## config.mk

```make
export PLATFORM = sky130hd
export DESIGN_NAME = ex_flag_stage_flat
export DESIGN_NICKNAME = d
export VERILOG_FILES = /design/src/rtl/ex_flag_stage_pkg.sv /design/src/rtl/ex_flag_stage_if.sv /design/src/rtl/ex_flag_stage_flag_cond_eval.sv /design/src/rtl/ex_flag_stage.sv /design/src/flat_wrapper.sv
export SDC_FILE = /design/constraint.sdc
export NUM_CORES = 1
export LEC_CHECK = 0
export BUFFER_PORTS_ARGS = -buffer_cell sky130_fd_sc_hd__clkbuf_2
export CAP_MARGIN = 30
export CORE_UTILIZATION = 46
export DETAILED_ROUTE_END_ITERATION = 8
export HOLD_SLACK_MARGIN = 0.02
export PLACE_DENSITY = 0.84
export SLEW_MARGIN = 20
export SYNTH_ARGS = -nofsm -noshare
export SYNTH_HDL_FRONTEND = slang
export SYNTH_HIERARCHICAL = 1
export SYNTH_SLANG_ARGS = --single-unit
```

## constraint.sdc

```tcl
create_clock -name clk -period 2.6 [get_ports clk]
set_input_delay 0.13 -clock clk [delete_from_list [all_inputs] [get_ports clk]]
set_output_delay 0.13 -clock clk [all_outputs]
set_load 0.03 [all_outputs]
```

## src/rtl/ex_flag_stage_pkg.sv

```systemverilog
// ex_flag_stage_pkg: shared widths, opcodes, branch condition codes and flag indices
package ex_flag_stage_pkg;
  localparam int DW = 16;
  localparam int RW = 4;
  localparam int FLAG_N = 2;
  localparam int FLAG_Z = 1;
  localparam int FLAG_V = 0;
  localparam logic [3:0] OP_ADD = 4'h0;
  localparam logic [3:0] OP_SUB = 4'h1;
  localparam logic [3:0] OP_XOR = 4'h2;
  localparam logic [3:0] OP_SLL = 4'h4;
  localparam logic [3:0] OP_SRA = 4'h5;
  localparam logic [3:0] OP_ROR = 4'h6;
  typedef enum logic [2:0] {
    CC_NE  = 3'b000,
    CC_EQ  = 3'b001,
    CC_GT  = 3'b010,
    CC_LT  = 3'b011,
    CC_GE  = 3'b100,
    CC_LE  = 3'b101,
    CC_OV  = 3'b110,
    CC_UNC = 3'b111
  } ccc_e;
  function automatic logic [2:0] flag_mask(logic [3:0] op);
    logic [2:0] z_only;
    z_only = 3'b000;
    z_only[FLAG_Z] = 1'b1;
    return (op == OP_ADD || op == OP_SUB) ? 3'b111 :
           (op == OP_XOR || op == OP_SLL || op == OP_SRA || op == OP_ROR) ? z_only : 3'b000;
  endfunction
endpackage

```

## src/rtl/ex_flag_stage_if.sv

```systemverilog
// ex_flag_stage_if: ALU-side input, MEM-side output, flush and branch-query signals of the EX stage
interface ex_flag_stage_if import ex_flag_stage_pkg::*; ();
  logic          in_valid;
  logic          in_ready;
  logic [3:0]    in_opcode;
  logic [DW-1:0] in_result;
  logic          in_ovfl;
  logic          in_zero;
  logic          in_sign;
  logic [RW-1:0] in_rd;
  logic          in_we;
  logic          flush;
  logic          out_valid;
  logic          out_ready;
  logic [DW-1:0] out_result;
  logic [RW-1:0] out_rd;
  logic          out_we;
  logic [2:0]    flags_nzv;
  logic [2:0]    br_ccc;
  logic          br_taken;
  modport slave (
    input  in_valid, in_opcode, in_result, in_ovfl, in_zero, in_sign, in_rd, in_we,
    input  flush, out_ready, br_ccc,
    output in_ready, out_valid, out_result, out_rd, out_we, flags_nzv, br_taken
  );
  modport master (
    output in_valid, in_opcode, in_result, in_ovfl, in_zero, in_sign, in_rd, in_we,
    output flush, out_ready, br_ccc,
    input  in_ready, out_valid, out_result, out_rd, out_we, flags_nzv, br_taken
  );
endinterface

```

## src/rtl/ex_flag_stage_flag_cond_eval.sv

```systemverilog
// flag_cond_eval: combinational branch condition evaluation against {N,Z,V} flags
module flag_cond_eval import ex_flag_stage_pkg::*; (
  input  logic [2:0] flags_nzv,
  input  ccc_e       ccc,
  output logic       taken
);
  logic n, z, v;
  always_comb begin
    n = flags_nzv[FLAG_N];
    z = flags_nzv[FLAG_Z];
    v = flags_nzv[FLAG_V];
    taken = (ccc == CC_NE) ? !z :
            (ccc == CC_EQ) ? z :
            (ccc == CC_GT) ? (!z & !n) :
            (ccc == CC_LT) ? n :
            (ccc == CC_GE) ? (z | (!z & !n)) :
            (ccc == CC_LE) ? (n | z) :
            (ccc == CC_OV) ? v : 1'b1;
  end
endmodule

```

## src/rtl/ex_flag_stage.sv

```systemverilog
// ex_flag_stage: EX->MEM pipeline register with handshake, flush and architectural N/Z/V flags
module ex_flag_stage import ex_flag_stage_pkg::*; (
  input logic           clk,
  input logic           rst,
  ex_flag_stage_if.slave bus
);
  logic          out_valid_q, out_valid_d;
  logic          out_we_q, out_we_d;
  logic [DW-1:0] out_result_q, out_result_d;
  logic [RW-1:0] out_rd_q, out_rd_d;
  logic [2:0]    flags_q, flags_d;
  logic [2:0]    mask, alu_nzv;
  logic          in_ready, accept, drain;
  always_comb begin
    in_ready = (!out_valid_q | bus.out_ready) & !bus.flush;
    accept = bus.in_valid & in_ready;
    drain = out_valid_q & bus.out_ready;
    mask = flag_mask(bus.in_opcode);
    alu_nzv = 3'b000;
    alu_nzv[FLAG_N] = bus.in_sign;
    alu_nzv[FLAG_Z] = bus.in_zero;
    alu_nzv[FLAG_V] = bus.in_ovfl;
    flags_d = accept ? ((flags_q & ~mask) | (alu_nzv & mask)) : flags_q;
    out_valid_d = !bus.flush & (accept | (out_valid_q & !drain));
    out_we_d = bus.flush ? 1'b0 : accept ? bus.in_we : drain ? 1'b0 : out_we_q;
    out_result_d = accept ? bus.in_result : out_result_q;
    out_rd_d = accept ? bus.in_rd : out_rd_q;
  end
  always_ff @(posedge clk or posedge rst) begin
    if (rst) begin
      out_valid_q <= 1'b0;
      out_we_q <= 1'b0;
      out_result_q <= '0;
      out_rd_q <= '0;
      flags_q <= 3'b000;
    end else begin
      out_valid_q <= out_valid_d;
      out_we_q <= out_we_d;
      out_result_q <= out_result_d;
      out_rd_q <= out_rd_d;
      flags_q <= flags_d;
    end
  end
  assign bus.in_ready = in_ready;
  assign bus.out_valid = out_valid_q;
  assign bus.out_we = out_we_q;
  assign bus.out_result = out_result_q;
  assign bus.out_rd = out_rd_q;
  assign bus.flags_nzv = flags_q;
  flag_cond_eval u_cond (
    .flags_nzv(flags_q),
    .ccc      (ccc_e'(bus.br_ccc)),
    .taken    (bus.br_taken)
  );
endmodule

```

## src/flat_wrapper.sv

```systemverilog
// flat-port wrapper written by rule: the top's interface ports become plain ports
module ex_flag_stage_flat import ex_flag_stage_pkg::*;
  (clk, rst, bus_in_valid, bus_in_opcode, bus_in_result, bus_in_ovfl, bus_in_zero, bus_in_sign, bus_in_rd, bus_in_we, bus_flush, bus_out_ready, bus_br_ccc, bus_in_ready, bus_out_valid, bus_out_result, bus_out_rd, bus_out_we, bus_flags_nzv, bus_br_taken);
  ex_flag_stage_if bus_i ();
  input logic clk;
  input logic rst;
  input wire logic [$bits(bus_i.in_valid)-1:0] bus_in_valid;
  input wire logic [$bits(bus_i.in_opcode)-1:0] bus_in_opcode;
  input wire logic [$bits(bus_i.in_result)-1:0] bus_in_result;
  input wire logic [$bits(bus_i.in_ovfl)-1:0] bus_in_ovfl;
  input wire logic [$bits(bus_i.in_zero)-1:0] bus_in_zero;
  input wire logic [$bits(bus_i.in_sign)-1:0] bus_in_sign;
  input wire logic [$bits(bus_i.in_rd)-1:0] bus_in_rd;
  input wire logic [$bits(bus_i.in_we)-1:0] bus_in_we;
  input wire logic [$bits(bus_i.flush)-1:0] bus_flush;
  input wire logic [$bits(bus_i.out_ready)-1:0] bus_out_ready;
  input wire logic [$bits(bus_i.br_ccc)-1:0] bus_br_ccc;
  output wire logic [$bits(bus_i.in_ready)-1:0] bus_in_ready;
  output wire logic [$bits(bus_i.out_valid)-1:0] bus_out_valid;
  output wire logic [$bits(bus_i.out_result)-1:0] bus_out_result;
  output wire logic [$bits(bus_i.out_rd)-1:0] bus_out_rd;
  output wire logic [$bits(bus_i.out_we)-1:0] bus_out_we;
  output wire logic [$bits(bus_i.flags_nzv)-1:0] bus_flags_nzv;
  output wire logic [$bits(bus_i.br_taken)-1:0] bus_br_taken;
  assign bus_i.in_valid = bus_in_valid;
  assign bus_i.in_opcode = bus_in_opcode;
  assign bus_i.in_result = bus_in_result;
  assign bus_i.in_ovfl = bus_in_ovfl;
  assign bus_i.in_zero = bus_in_zero;
  assign bus_i.in_sign = bus_in_sign;
  assign bus_i.in_rd = bus_in_rd;
  assign bus_i.in_we = bus_in_we;
  assign bus_i.flush = bus_flush;
  assign bus_i.out_ready = bus_out_ready;
  assign bus_i.br_ccc = bus_br_ccc;
  assign bus_in_ready = bus_i.in_ready;
  assign bus_out_valid = bus_i.out_valid;
  assign bus_out_result = bus_i.out_result;
  assign bus_out_rd = bus_i.out_rd;
  assign bus_out_we = bus_i.out_we;
  assign bus_flags_nzv = bus_i.flags_nzv;
  assign bus_br_taken = bus_i.br_taken;
  ex_flag_stage u_core (.clk(clk), .rst(rst), .bus(bus_i));
endmodule
```

Word level (Yosys, flattened, before mapping)
Index checks and enable logic that the tools add are counted.

Word-level logic and storage cells: 54. Bits in registers: 25.

Bitwise operators: 14. Muxes and demuxes: 12. Eq/ne operators: 11. Reduce and logical (&&, ||, !) cells: 12.

Operators with widths (number): $eq 4x3->1 const B (3); $mux 1 (10); $eq 3x3->1 const B (3); $and 1x1->1 (6); $and 3x3->3 (2); $eq 3x2->1 const B (2); $logic_not 1->1 (5); $eq 4x1->1 const B (1); $eq 4x2->1 const B (1); $logic_not 4->1 (1); $logic_or 1x1->1 (4); $or 1x1->1 (4); $eq 3x1->1 const B (1); $logic_not 3->1 (1); $mux 3 (1); $not 3->3 (1); $or 3x3->3 (1); $reduce_bool 3->1 (1); $mux 2 (1).

Depth between registers and ports, before layout
Word-level depth: 9. Depth in mapped cells: 4. Depth with buffers taken out: 4.

Modules after synthesis
The synthesis kept the hierarchy.

Modules (own cells, without submodules): ex_flag_stage (area each 1012.2 sq um, cells each 65, times used 1); flag_cond_eval (area each 72.6 sq um, cells each 12, times used 1).

Worst setup path after synthesis
No wires, ideal clock.

Path kind: register -> register. From: reg u_core.out_valid_q, in the netlist u_core/bus.out_valid. To: reg u_core.out_rd_q[0], in the netlist u_core/bus.out_rd[0]. Data required time: 2.475 ns. Stages on the path, launching flop included: 5. Buffers on the path: 1. Arrival time: 1.380 ns. Period minus slack after synthesis: 1.505 ns. Library setup time: 0.125 ns. Slack: 1.095 ns. Path through: dfrtp_1 > nor2b_4 > nor3b_2 > buf_6 > mux2_2.

Word-level cells in the longest chain between the ends: 4.

RTL lines: from (decl) (RTL line ex_flag_stage.sv:7) `logic out_valid_q, out_valid_d;`; from (signal assigned) (RTL line ex_flag_stage.sv:37) `out_valid_q <= out_valid_d;`; $logic_not 1->1 (RTL line ex_flag_stage.sv:15) `in_ready = (!out_valid_q | bus.out_ready) & !bus.flush;`; $or 1x1->1 (RTL line ex_flag_stage.sv:15); $and 1x1->1 (RTL line ex_flag_stage.sv:15); $and 1x1->1 (RTL line ex_flag_stage.sv:16) `accept = bus.in_valid & in_ready;`; to (signal assigned) (RTL line ex_flag_stage.sv:40) `out_rd_q <= out_rd_d;`; to (decl) (RTL line ex_flag_stage.sv:10) `logic [RW-1:0] out_rd_q, out_rd_d;`.

Every way passes these cells. A chain may end at the register's enable or synchronous reset.

==> results.cfg <==
[run_status]
status = finished, final reports clean

[critical_path]
cp.arrival_ns = 1.45
start_kind = flip-flop
worstSetupPathType = flip-flop to output port
crit_required_ns = 2.47
rr_worst_depth = 4
crit_path_end_kind = output port
cp_max_fo = 6

[synth]
synth_seq_area_share = 0.577
synth_seq_cells = 25
synth_top_area_share = 0.577
yosysWarnings = 6
ys_types = 18
synth_xor_xnor_area_share = 0
syn_nets = 113
syn_area_um2 = 1080
synth_top_family_by_area = multiplexers
synthSimpleGateAreaFrac = 0.0911
synthAdderAreaFrac = 0
syn_inst = 77
synth_largest_area_cell = dfrtp_1
synthMuxAreaShare = 0.266
synthTopCellsByArea = dfrtp_1 58%, mux2_2 24%, mux2i_1 2.8%, buf_6 2.1%, a21oi_1 1.8%
syn_area_per_cell_um2 = 14.1
synth_compound_area_frac = 0.0381

[cells_and_area]
fin_cells = 172
area_delta_synth_final_pct = 35.2
final_net_count = 181
antenna_cells = 0
drive_gt1_frac = 0.646

[pwr]
intPower_uw = 652
power_frac_clock = 0.153
vdd_drop_max_uv = 490
power_leakage_nw = 0.748
swShare = 0.358
p_switching_uw = 363
p_comb_frac = 0.358
pwr-share-seq = 0.489
p_per_area_nw_per_um2 = 692

[placed_design]
place_inst = 166
io_buffers = 62
dp_hpwl_mm = 1.66
gp_congestion = 0.680

[timing]
tns_ns = 0
setup_viol = 0
rsz0062_at_grt = no
max-slew-margin-rel = 0.694
drv_slew = 0
worst_pin_slew_ns = 0.459
fmax_mhz = 634
finClkSkew_ns = 0.00129
min_period_ns = 1.58
period_share = 0.606
hold_violations = 0

[clocking]
cts_max_path_buffers = 2
clock_sinks = 25
cts_setup_buffers = 0
cts-resized-gates = 0
cts_root_buf = clkbuf_4
htree_levels = 1
cts_tree = built
clk-insertion-delay-late_ns = 0.29
clk_pin_slew_ns = 0.12
cts_made_buffers = 3
cts_hold_buffers = 1

[global_routing]
grt_start_max_net_pins = 26
grtUsageTotal = 0.170
grt_pass1_wl_mm = 3.33
antenna_found_initial = 0
grt_pass1_vias = 843
overflow = 0

[floorplan]
core_um2 = 2210
die_h_um = 50.6
initial_utilization = 0.490
die_w_um = 50.6
ios = 63
die_area_um2 = 2560
rows = 17

[worst_hold_path]
hold_depth = 2
hold_class = input port to flip-flop

[detailed_routing]
drc = 0
dr_wl_met3_um = 173
drt-met1-wl_um = 839
wl_mm = 2.04
postRouteAntennaNets = 0
routedWlPerCell_um = 11.8
dr.max_layer_used = met4
vias_per_cell = 5.06
dr_total_vias = 871
first_pass_iters = 4
drt-initial-drc-count = 10
wl_met2_mm = 1.02

[flow_run]
drv_cap = 0
placed cells by master (no fill, tap or decap):
master,n
mux2_2,23
o21a_1,1
a32oi_1,1
buf_8,1
mux2i_1,3
o21ai_0,1
dfrtp_1,25
nor2_1,4
inv_1,2
clkbuf_4,3
nand4b_1,2
nor4b_1,1
clkbuf_2,62
or2_2,1
a21oi_1,4
nor3b_2,1
clkbuf_1,1
buf_4,1
nand2_1,2
nand2b_1,2
nor3_1,1
dlygate4sd3_1,1
nor2b_4,1
area by class of cell:
cell class | instances | area, um2
Tap cell | 28 | 35.0
Fill cell | 196 | 746
Inverter | 2 | 7.51
Multi-Input combinational cell | 48 | 429
Sequential cell | 25 | 626
Clock buffer | 4 | 26.3
Timing Repair Buffer | 65 | 343
power by group through the flow:
stage,clock [mW],sequential [mW],combinational (mW)
6_report,0.156,0.496,0.363
3_3_place_gp,0,0.501,0.353
5_1_grt,0.177,0.505,0.383
2_1_floorplan,0,0.634,0.111
4_1_cts,0.164,0.497,0.365
3_5_place_dp,0,0.505,0.363
layer usage:
metal / track usage / vias to the layer above
met5: 0 / -
met4: 0.0417 / 0
met3: 0.0333 / 2
met2: 0.322 / 42
met1: 0.191 / 417
li1: - / 410
Yosys cell counts, drive strengths merged:
library cell,count
a21oi,4
mux2,23
mux2i,3
buf,2
nor3b,1
or2,1
inv,2
nor3,1
nor2,4
nand2b,2
dfrtp,25
nand4b,2
o21a,1
nor4b,1
a32oi,1
o21ai,1
nand2,2
nor2b,1
stage by stage:
step / hold WS (ns) / setup WS, ns / util / total power [mW] / area, um2
floorplan: 0.157 / 1.10 / - / 0.746 / 1080
global placement: 0.327 / 1.18 / 0.640 / 0.855 / 1420
detailed placement: 0.344 / 1.11 / 0.640 / 0.868 / 1420
CTS: 0.0431 / 1.02 / 0.656 / 1.03 / 1450
global route: 0.0397 / 0.927 / 0.663 / 1.07 / 1470
finish: 0.0539 / 1.02 / 0.663 / 1.01 / 1470
critical path, stage by stage (launching register included):
cell and delay (ns):
dfrtp_1 0.45, nand2_1 0.11, mux2i_1 0.19, a21oi_1 0.06
o21a_1 0.17, clkbuf_2 0.18
cells by family (layout without fill, tap and decap cells):
family,count (synthesis),after routing
compound gates,7,7
buf+inv,4,71
flops,25,25
mux,26,26
simple gates,15,15
path summary, 6_finish.rpt:
| path | startpoint | to | slack [ns] |
|---|---|---|---|
| min in group asynchronous | rst | u_core/bus.out_result[14] | 0.36 |
| max in group asynchronous | rst | u_core/bus.out_result[7] | 1.80 |
| worst min register to register | u_core/bus.out_result[6] | u_core/bus.out_result[6] | 0.52 |
| worst max-delay path | flip-flop | bus_br_taken | 1.02 |
| worst min-delay path | bus_flush | u_core/bus.out_we | 0.05 |
| worst max register to register | u_core/bus.out_valid | u_core/bus.out_rd[2] | 1.10 |
(Power assumes the default switching activity.)
